--- src/rtl/fifo_traffic_gen.sv ---
// fifo_traffic_gen: synthesizable stimulus source for the write/read side of a synchronous FIFO
// Ports:
//   clk, rst                  clock (posedge) and synchronous active-high reset
//   start, mode               run request (level, sampled in IDLE) and traffic mode
//                             00 fill-drain, 01 random, 10 overflow stress, 11 underflow stress
//   wr_en, rd_en, data_in     registered FIFO requests and write data
//   full, almostfull, empty, almostempty, wr_ack, overflow, underflow   FIFO status inputs
//   busy, done                run in progress / run finished (held until start drops)
//   wr_count, rd_count, ovf_count, udf_count   saturating per-run event counters
module fifo_traffic_gen #(
    parameter int          FIFO_WIDTH = 16,
    parameter int          FIFO_DEPTH = 8,
    parameter int          NUM_OPS    = 1000,
    parameter logic [15:0] LFSR_SEED  = 16'hACE1
) (
    input  logic                  clk,
    input  logic                  rst,
    input  logic                  start,
    input  logic [1:0]            mode,
    output logic                  wr_en,
    output logic                  rd_en,
    output logic [FIFO_WIDTH-1:0] data_in,
    input  logic                  full,
    input  logic                  almostfull,
    input  logic                  empty,
    input  logic                  almostempty,
    input  logic                  wr_ack,
    input  logic                  overflow,
    input  logic                  underflow,
    output logic                  busy,
    output logic                  done,
    output logic [15:0]           wr_count,
    output logic [15:0]           rd_count,
    output logic [15:0]           ovf_count,
    output logic [15:0]           udf_count
);
    localparam logic [15:0] BURST_LAST = 16'(FIFO_DEPTH + 1);
    localparam logic [15:0] OPS_LAST   = 16'(NUM_OPS - 1);

    typedef enum logic [2:0] {IDLE, FILL, DRAIN, MIX, DONE} state_t;

    state_t                r_state, w_state;
    logic                  r_stress, w_stress;
    logic                  r_wr_en, w_wr_en;
    logic                  r_rd_en, w_rd_en;
    logic [FIFO_WIDTH-1:0] r_data, w_data;
    logic [15:0]           r_lfsr, w_lfsr;
    logic [15:0]           r_ops, w_ops;
    logic [15:0]           r_wr_cnt, w_wr_cnt;
    logic [15:0]           r_rd_cnt, w_rd_cnt;
    logic [15:0]           r_ovf_cnt, w_ovf_cnt;
    logic [15:0]           r_udf_cnt, w_udf_cnt;
    logic                  w_fb;

    // x^16+x^14+x^13+x^11+1, Fibonacci, shifting left
    assign w_fb = r_lfsr[15] ^ r_lfsr[13] ^ r_lfsr[12] ^ r_lfsr[10];

    always_comb begin
        w_state   = r_state;
        w_stress  = r_stress;
        w_wr_en   = 1'b0;
        w_rd_en   = 1'b0;
        w_data    = r_data + FIFO_WIDTH'(r_wr_en);
        w_lfsr    = r_lfsr;
        w_ops     = r_ops;
        w_wr_cnt  = (wr_ack && r_wr_cnt != 16'hFFFF) ? r_wr_cnt + 16'd1 : r_wr_cnt;
        w_rd_cnt  = (r_rd_en && !empty && r_rd_cnt != 16'hFFFF) ? r_rd_cnt + 16'd1 : r_rd_cnt;
        w_ovf_cnt = (overflow && r_ovf_cnt != 16'hFFFF) ? r_ovf_cnt + 16'd1 : r_ovf_cnt;
        w_udf_cnt = (underflow && r_udf_cnt != 16'hFFFF) ? r_udf_cnt + 16'd1 : r_udf_cnt;
        case (r_state)
            IDLE: if (start) begin
                w_stress  = mode[1];
                w_data    = '0;
                w_ops     = '0;
                w_lfsr    = LFSR_SEED;
                w_wr_cnt  = '0;
                w_rd_cnt  = '0;
                w_ovf_cnt = '0;
                w_udf_cnt = '0;
                w_state   = (mode == 2'b01) ? MIX : (mode == 2'b11) ? DRAIN : FILL;
                w_wr_en   = !mode[0];
                w_rd_en   = (mode == 2'b11);
            end
            FILL: if (r_stress) begin
                if (r_ops == BURST_LAST) begin
                    w_state = DONE;
                end else begin
                    w_ops   = r_ops + 16'd1;
                    w_wr_en = 1'b1;
                end
            end else if (full && !r_wr_en) begin
                w_state = DRAIN;
                w_rd_en = 1'b1;
            end else begin
                // a write already in flight at almostfull will make the FIFO full
                w_wr_en = !full && !(r_wr_en && almostfull);
            end
            DRAIN: if (r_stress) begin
                if (r_ops == BURST_LAST) begin
                    w_state = DONE;
                end else begin
                    w_ops   = r_ops + 16'd1;
                    w_rd_en = 1'b1;
                end
            end else if (empty && !r_rd_en) begin
                w_state = DONE;
            end else begin
                w_rd_en = !empty && !(r_rd_en && almostempty);
            end
            MIX: if (r_ops == OPS_LAST) begin
                w_state = DONE;
            end else begin
                w_ops   = r_ops + 16'd1;
                w_wr_en = r_lfsr[0];
                w_rd_en = r_lfsr[1];
                w_lfsr  = {r_lfsr[14:0], w_fb};
            end
            DONE: w_state = start ? DONE : IDLE;
            default: w_state = IDLE;
        endcase
    end

    always_ff @(posedge clk) begin
        if (rst) begin
            r_state   <= IDLE;
            r_stress  <= 1'b0;
            r_wr_en   <= 1'b0;
            r_rd_en   <= 1'b0;
            r_data    <= '0;
            r_lfsr    <= LFSR_SEED;
            r_ops     <= '0;
            r_wr_cnt  <= '0;
            r_rd_cnt  <= '0;
            r_ovf_cnt <= '0;
            r_udf_cnt <= '0;
        end else begin
            r_state   <= w_state;
            r_stress  <= w_stress;
            r_wr_en   <= w_wr_en;
            r_rd_en   <= w_rd_en;
            r_data    <= w_data;
            r_lfsr    <= w_lfsr;
            r_ops     <= w_ops;
            r_wr_cnt  <= w_wr_cnt;
            r_rd_cnt  <= w_rd_cnt;
            r_ovf_cnt <= w_ovf_cnt;
            r_udf_cnt <= w_udf_cnt;
        end
    end

    assign wr_en     = r_wr_en;
    assign rd_en     = r_rd_en;
    assign data_in   = r_data;
    assign busy      = (r_state == FILL) || (r_state == DRAIN) || (r_state == MIX);
    assign done      = (r_state == DONE);
    assign wr_count  = r_wr_cnt;
    assign rd_count  = r_rd_cnt;
    assign ovf_count = r_ovf_cnt;
    assign udf_count = r_udf_cnt;
endmodule

--- config.mk ---
export PLATFORM = sky130hd
export DESIGN_NAME = fifo_traffic_gen
export DESIGN_NICKNAME = d
export VERILOG_FILES = /design/src/rtl/fifo_traffic_gen.sv
export SDC_FILE = /design/constraint.sdc
export NUM_CORES = 1
export LEC_CHECK = 0
export CAP_MARGIN = 15
export CORE_ASPECT_RATIO = 1.75
export CORE_MARGIN = 3
export CORE_UTILIZATION = 50
export DETAILED_ROUTE_END_ITERATION = 10
export PLACE_DENSITY = 0.76
export REMOVE_ABC_BUFFERS = 1
export SYNTH_ARGS = -nofsm -noshare
export SYNTH_HDL_FRONTEND = slang
export SYNTH_SLANG_ARGS = --single-unit
--- constraint.sdc ---
create_clock -name clk -period 4.6 [get_ports clk]
set_input_delay 1.38 -clock clk [delete_from_list [all_inputs] [get_ports clk]]
set_output_delay 1.38 -clock clk [all_outputs]
set_load 0.005 [all_outputs]
## Word-level counts from Yosys, hierarchy flattened

Index checks and enable logic that the tools add are counted.

- Bits in registers: 118
- Input port bits: 12
- Output and inout bits: 84
- Logic and storage cells: 113

- $add $sub $neg: 6
- Equality and inequality tests: 19
- Mux-type cells: 46
- Bitwise gates (word level): 3
- Reduce and logical (&&, ||, !) cells: 28

Operators with widths:

| operator | count |
|---|---|
| $mux 16 | 20 |
| $add 16x1->16 const B | 5 |
| $ne 16x16->1 const B | 4 |
| $pmux 16 s3 | 1 |
| $pmux 16 s2 | 1 |
| $mux 3 | 8 |
| $add 16x1->16 | 1 |
| $eq 16x10->1 const B | 1 |
| $eq 16x4->1 const B | 1 |
| $pmux 3 s5 | 1 |
| $logic_and 1x1->1 | 11 |
| $mux 1 | 11 |
| $ne 2x2->1 const B | 4 |
| $logic_not 1->1 | 7 |
| $eq 3x2->1 const B | 2 |
| $ne 3x3->1 const B | 2 |
| $reduce_and 5->1 | 1 |
| $mux 2 | 2 |
| $pmux 1 s4 | 1 |
| $reduce_and 4->1 | 1 |
| $eq 3x1->1 const B | 1 |
| $eq 3x3->1 const B | 1 |
| $logic_not 3->1 | 1 |
| $pmux 1 s3 | 1 |
| other kinds (10) | 13 |

## Depth between registers and ports, before layout

- Depth in word-level cells: 6
- Depth in mapped cells: 9
- Depth with buffers taken out: 7

## Worst setup path before layout

Ideal clock, no wire load.

- Kind: in2reg
- Start point: input start
- End point: register r_data[2], in the netlist data_in[2]
- Setup time: 0.128 ns
- Data arrival time: 2.760 ns
- Data required time: 4.472 ns
- Slack: 1.712 ns
- Cell stages on the path: 6
- Buffers on the path: 3
- Cells stage by stage: nor4b_1 -> or2_2 -> clkbuf_1 -> clkbuf_1 -> buf_1 -> nor2_1

- Cells in the longest elaborated chain, start to end: 2

RTL lines:

| what | line | source |
|---|---|---|
| start: declaration | 18 | `input logic start,` |
| $mux 16 | 71 | `IDLE: if (start) begin` |
| $mux 16 | 70 | `case (r_state)` |
| end signal: assignment | 141 | `r_data <= w_data;` |
| end: declaration | 46 | `logic [FIFO_WIDTH-1:0] r_data, w_data;` |

Every way passes these cells.
A chain may end at the register's enable or synchronous reset.

## Worst setup path in the final report

- Start point: register r_state[0]
- End point: output busy

- Cells in the longest elaborated chain, start to end: 3
- Elaborated cells on any way between the ends: 5
- Classes of those cells: eq/ne: 3; reduce/logical: 2

RTL lines:

| what | line | source |
|---|---|---|
| start: declaration | 42 | `state_t r_state, w_state;` |
| start signal: assignment | 137 | `r_state <= w_state;` |
| $eq 3x1->1 / $eq 3x2->1 (equally long branches) | 154 | `assign busy = (r_state == FILL) \|\| (r_state == DRAIN) \|\| (r_state == MIX);` |
| $logic_or 1x1->1 | 154 |  |
| $logic_or 1x1->1 (*) | 154 |  |
| end: declaration | 30 | `output logic busy,` |

Every way passes the cells marked *; elsewhere a longest branch is shown, timed or not.

==> results.yml <==
die:
  core_um2: 11300
  fp.dieH_um: 149
  die_w_um: 87.8
  rows: 51
  io_pins: 96
  start_util: 0.518
  die_area_um2: 13100
synth:
  yosysWarnings: 0
  avgSynthCellArea_um2: 8.46
  synth_area_um2: 5850
  ys_ff_latch: 118
  yosysSeqAreaShare: 0.404
  synth_top_flop_cell: "dfxtp_1"
  synthCells: 691
  synthArstFlopShare: 0
  synth.distinct_cells: 64
  synth_edf_count: 0
outcome:
  status: "completed"
routing:
  wl_met3_um: 606
  post-route-drc-count: 0
  m1WireLength_um: 5930
  routed.top_layer: "met4"
  wire_per_inst_um: 16.0
  final_antenna_net_count: 0
  first_pass_iters: 7
  vias: 5566
  dr.first_iter.drc_count: 393
  wl_met2_um: 7740
  routed_via_density: 6.06
  drt_wl_total_um: 14700
setup_path:
  rrSetupSlack_ps: 1890
  reg2reg_to: "r_ops[9]$_SDFFE_PP0P_"
  cp.arrival_ps: 2160
  cp.required_ps: 3220
  worstSetupStartpointType: "register"
  r2r-start: "r_ops[0]$_SDFFE_PP0P_"
  cp-end-kind: "output port"
  crit_type: "register to output port"
  rr_worst_depth: 6
  crit_path_max_fanout: 18
pwr:
  p_leak_nw: 2.64
  power_density_nw_per_um2: 374
  peakVddDrop_mv: 0.317
cts:
  clockBufferDepth: 2
  cts-htree-levels: 4
  clk_pin_slew_worst_paths_ps: 50
  clk_latency_ps: 410
  holdBufCountCts: 0
  ctsResizeCount: 0
  postCtsSetupRepairBufs: 0
  cts_tree: "done"
  root_buffer: "clkbuf_16"
  cts_buffers: 17
  clkSinkCount: 118
sta:
  timing.final.ws_setup_ps: 1060
  clock_skew_ps: 7.15
  slew_headroom: 0.379
  slew_violations: 0
  post-route-min-period_ps: 3540
  setup_viol: 0
  hold_violations: 0
  fin_crit_sh: 0.770
  rsz0062_at_grt: "no"
  max_freq_mhz: 282
  tns_ps: 0
  whs_ps: 457
  worstMarginPinSlew_ps: 932
worst_hold_path:
  hold-path-endpoint: "r_lfsr[9]$_SDFFE_PP0P_"
  hold_path.startpoint: "r_lfsr[9]$_SDFFE_PP0P_"
  holdPathStages: 2
  worstHoldPathType: "register to register"
placed_design:
  routabilityCongestion: 0.882
  dp_slack_ps: 882
  place_hpwl_um: 10400
  portBuffers: 95
final_layout:
  drive_gt1_frac: 0.0611
  antenna_cells: 0
  layout_commonest_cell: "dfxtp_1"
  mostFrequentLayoutCells: "118 x dfxtp_1, 95 x clkdlybuf4s50_1, 86 x nor2_1"
  fill_cells: 980
  areaGrowthSynthToFinish_pct: 27.0
  finalNetCount: 794
grt:
  antenna_found_initial: 0
  grt_overflow: 0
  grt_pass1_wl_um: 24700
  grt_pass1_vias: 5498
  grt_max_degree: 46
  grt_use_total: 0.231
run:
  cap_violations: 0
layout make-up:
type	count	area, um^2	area share
inverters	12	45.0	0.00606
well taps	132	165	0.0222
multi-input cells	523	3290	0.443
flip-flops and latches	118	2360	0.318
clock inverters	10	105	0.0141
clock buffers	21	460	0.0620
repair buffers	102	1000	0.135
worst max path at each step:
stage	start	endpoint	slack, ps	cells after the start
2_1_floorplan	start	ovf_count[2]$_SDFF_PP0_	1040	4
3_3_place_gp	start	r_ops[0]$_SDFFE_PP0P_	930	6
3_5_place_dp	start	r_ops[0]$_SDFFE_PP0P_	880	6
4_1_cts	r_state[0]$_SDFFE_PP0P_	busy	1090	3
5_1_grt	r_state[0]$_SDFFE_PP0P_	busy	940	3
6_report	r_state[0]$_SDFFE_PP0P_	busy	1060	3
cell families after synthesis:
group / share of synthesized area
xor gates and xnor gates: 0.0869
buffers and inverters: 0.0349
AOI/OAI and AO/OA: 0.161
and+or+nand+nor: 0.277
adders and majority gates: 0.0171
DFF: 0.404
muxes: 0.0188
power by group:
group | internal, W | switching, W | leakage [nW] | total [W]
combinational | 0.000154 | 0.000246 | 1.41 | 0.000400
sequential | 0.00105 | 0.0000605 | 0.953 | 0.00111
clock | 0.000815 | 0.000454 | 0.278 | 0.00127
total | 0.00202 | 0.000760 | 2.64 | 0.00278
through the flow:
stage | area, um^2 | utilization | total power (W) | std cells
2_1_floorplan | 5690 | - | 0.00135 | 653
3_3_place_gp | 6860 | 0.607 | 0.00151 | 886
3_5_place_dp | 6860 | 0.607 | 0.00152 | 886
4_1_cts | 7420 | 0.657 | 0.00279 | 917
5_1_grt | 7430 | 0.658 | 0.00289 | 918
6_report | 7430 | 0.658 | 0.00278 | 918
per-layer routing:
| layer | vias to the layer above | GRT usage |
|---|---|---|
| met5 | - | 0 |
| met4 | 0 | 0.102 |
| met3 | 37 | 0.0514 |
| met2 | 162 | 0.414 |
| met1 | 2662 | 0.254 |
| li1 | 2705 | - |
synthesized netlist by cell type (9+ instances only):
master    count  share of area
nor3_1       17          0.015
nor4_1       10          0.011
a21oi_1      30          0.026
or3_1        15          0.016
mux2i_1      11          0.019
o211ai_1     14          0.018
inv_1        12         0.0077
xnor2_1      18          0.027
and4_1        9          0.013
and3_1       21          0.022
xor2_1       40          0.060
nand3_1      37          0.032
nand2_1      51          0.033
nor2_1       86          0.055
clkbuf_1     25          0.016
nand4_1      27          0.029
dfxtp_1     118           0.40
o21ai_0       9         0.0077
sequential cells by signal, summed over array words and instances (netlist names):
name	count
r_stress	1
r_state	3
r_lfsr	16
udf_count	16
rd_en	1
r_ops	16
data_in	16
rd_count	16
wr_count	16
ovf_count	16
wr_en	1
critical path, stage by stage (launching register included):
cell             delay (ps)
dfxtp_1                 710
nor2_1                  150
nor2_1                  310
clkdlybuf4s50_1         570
Power figures use the tool's default switching activity.
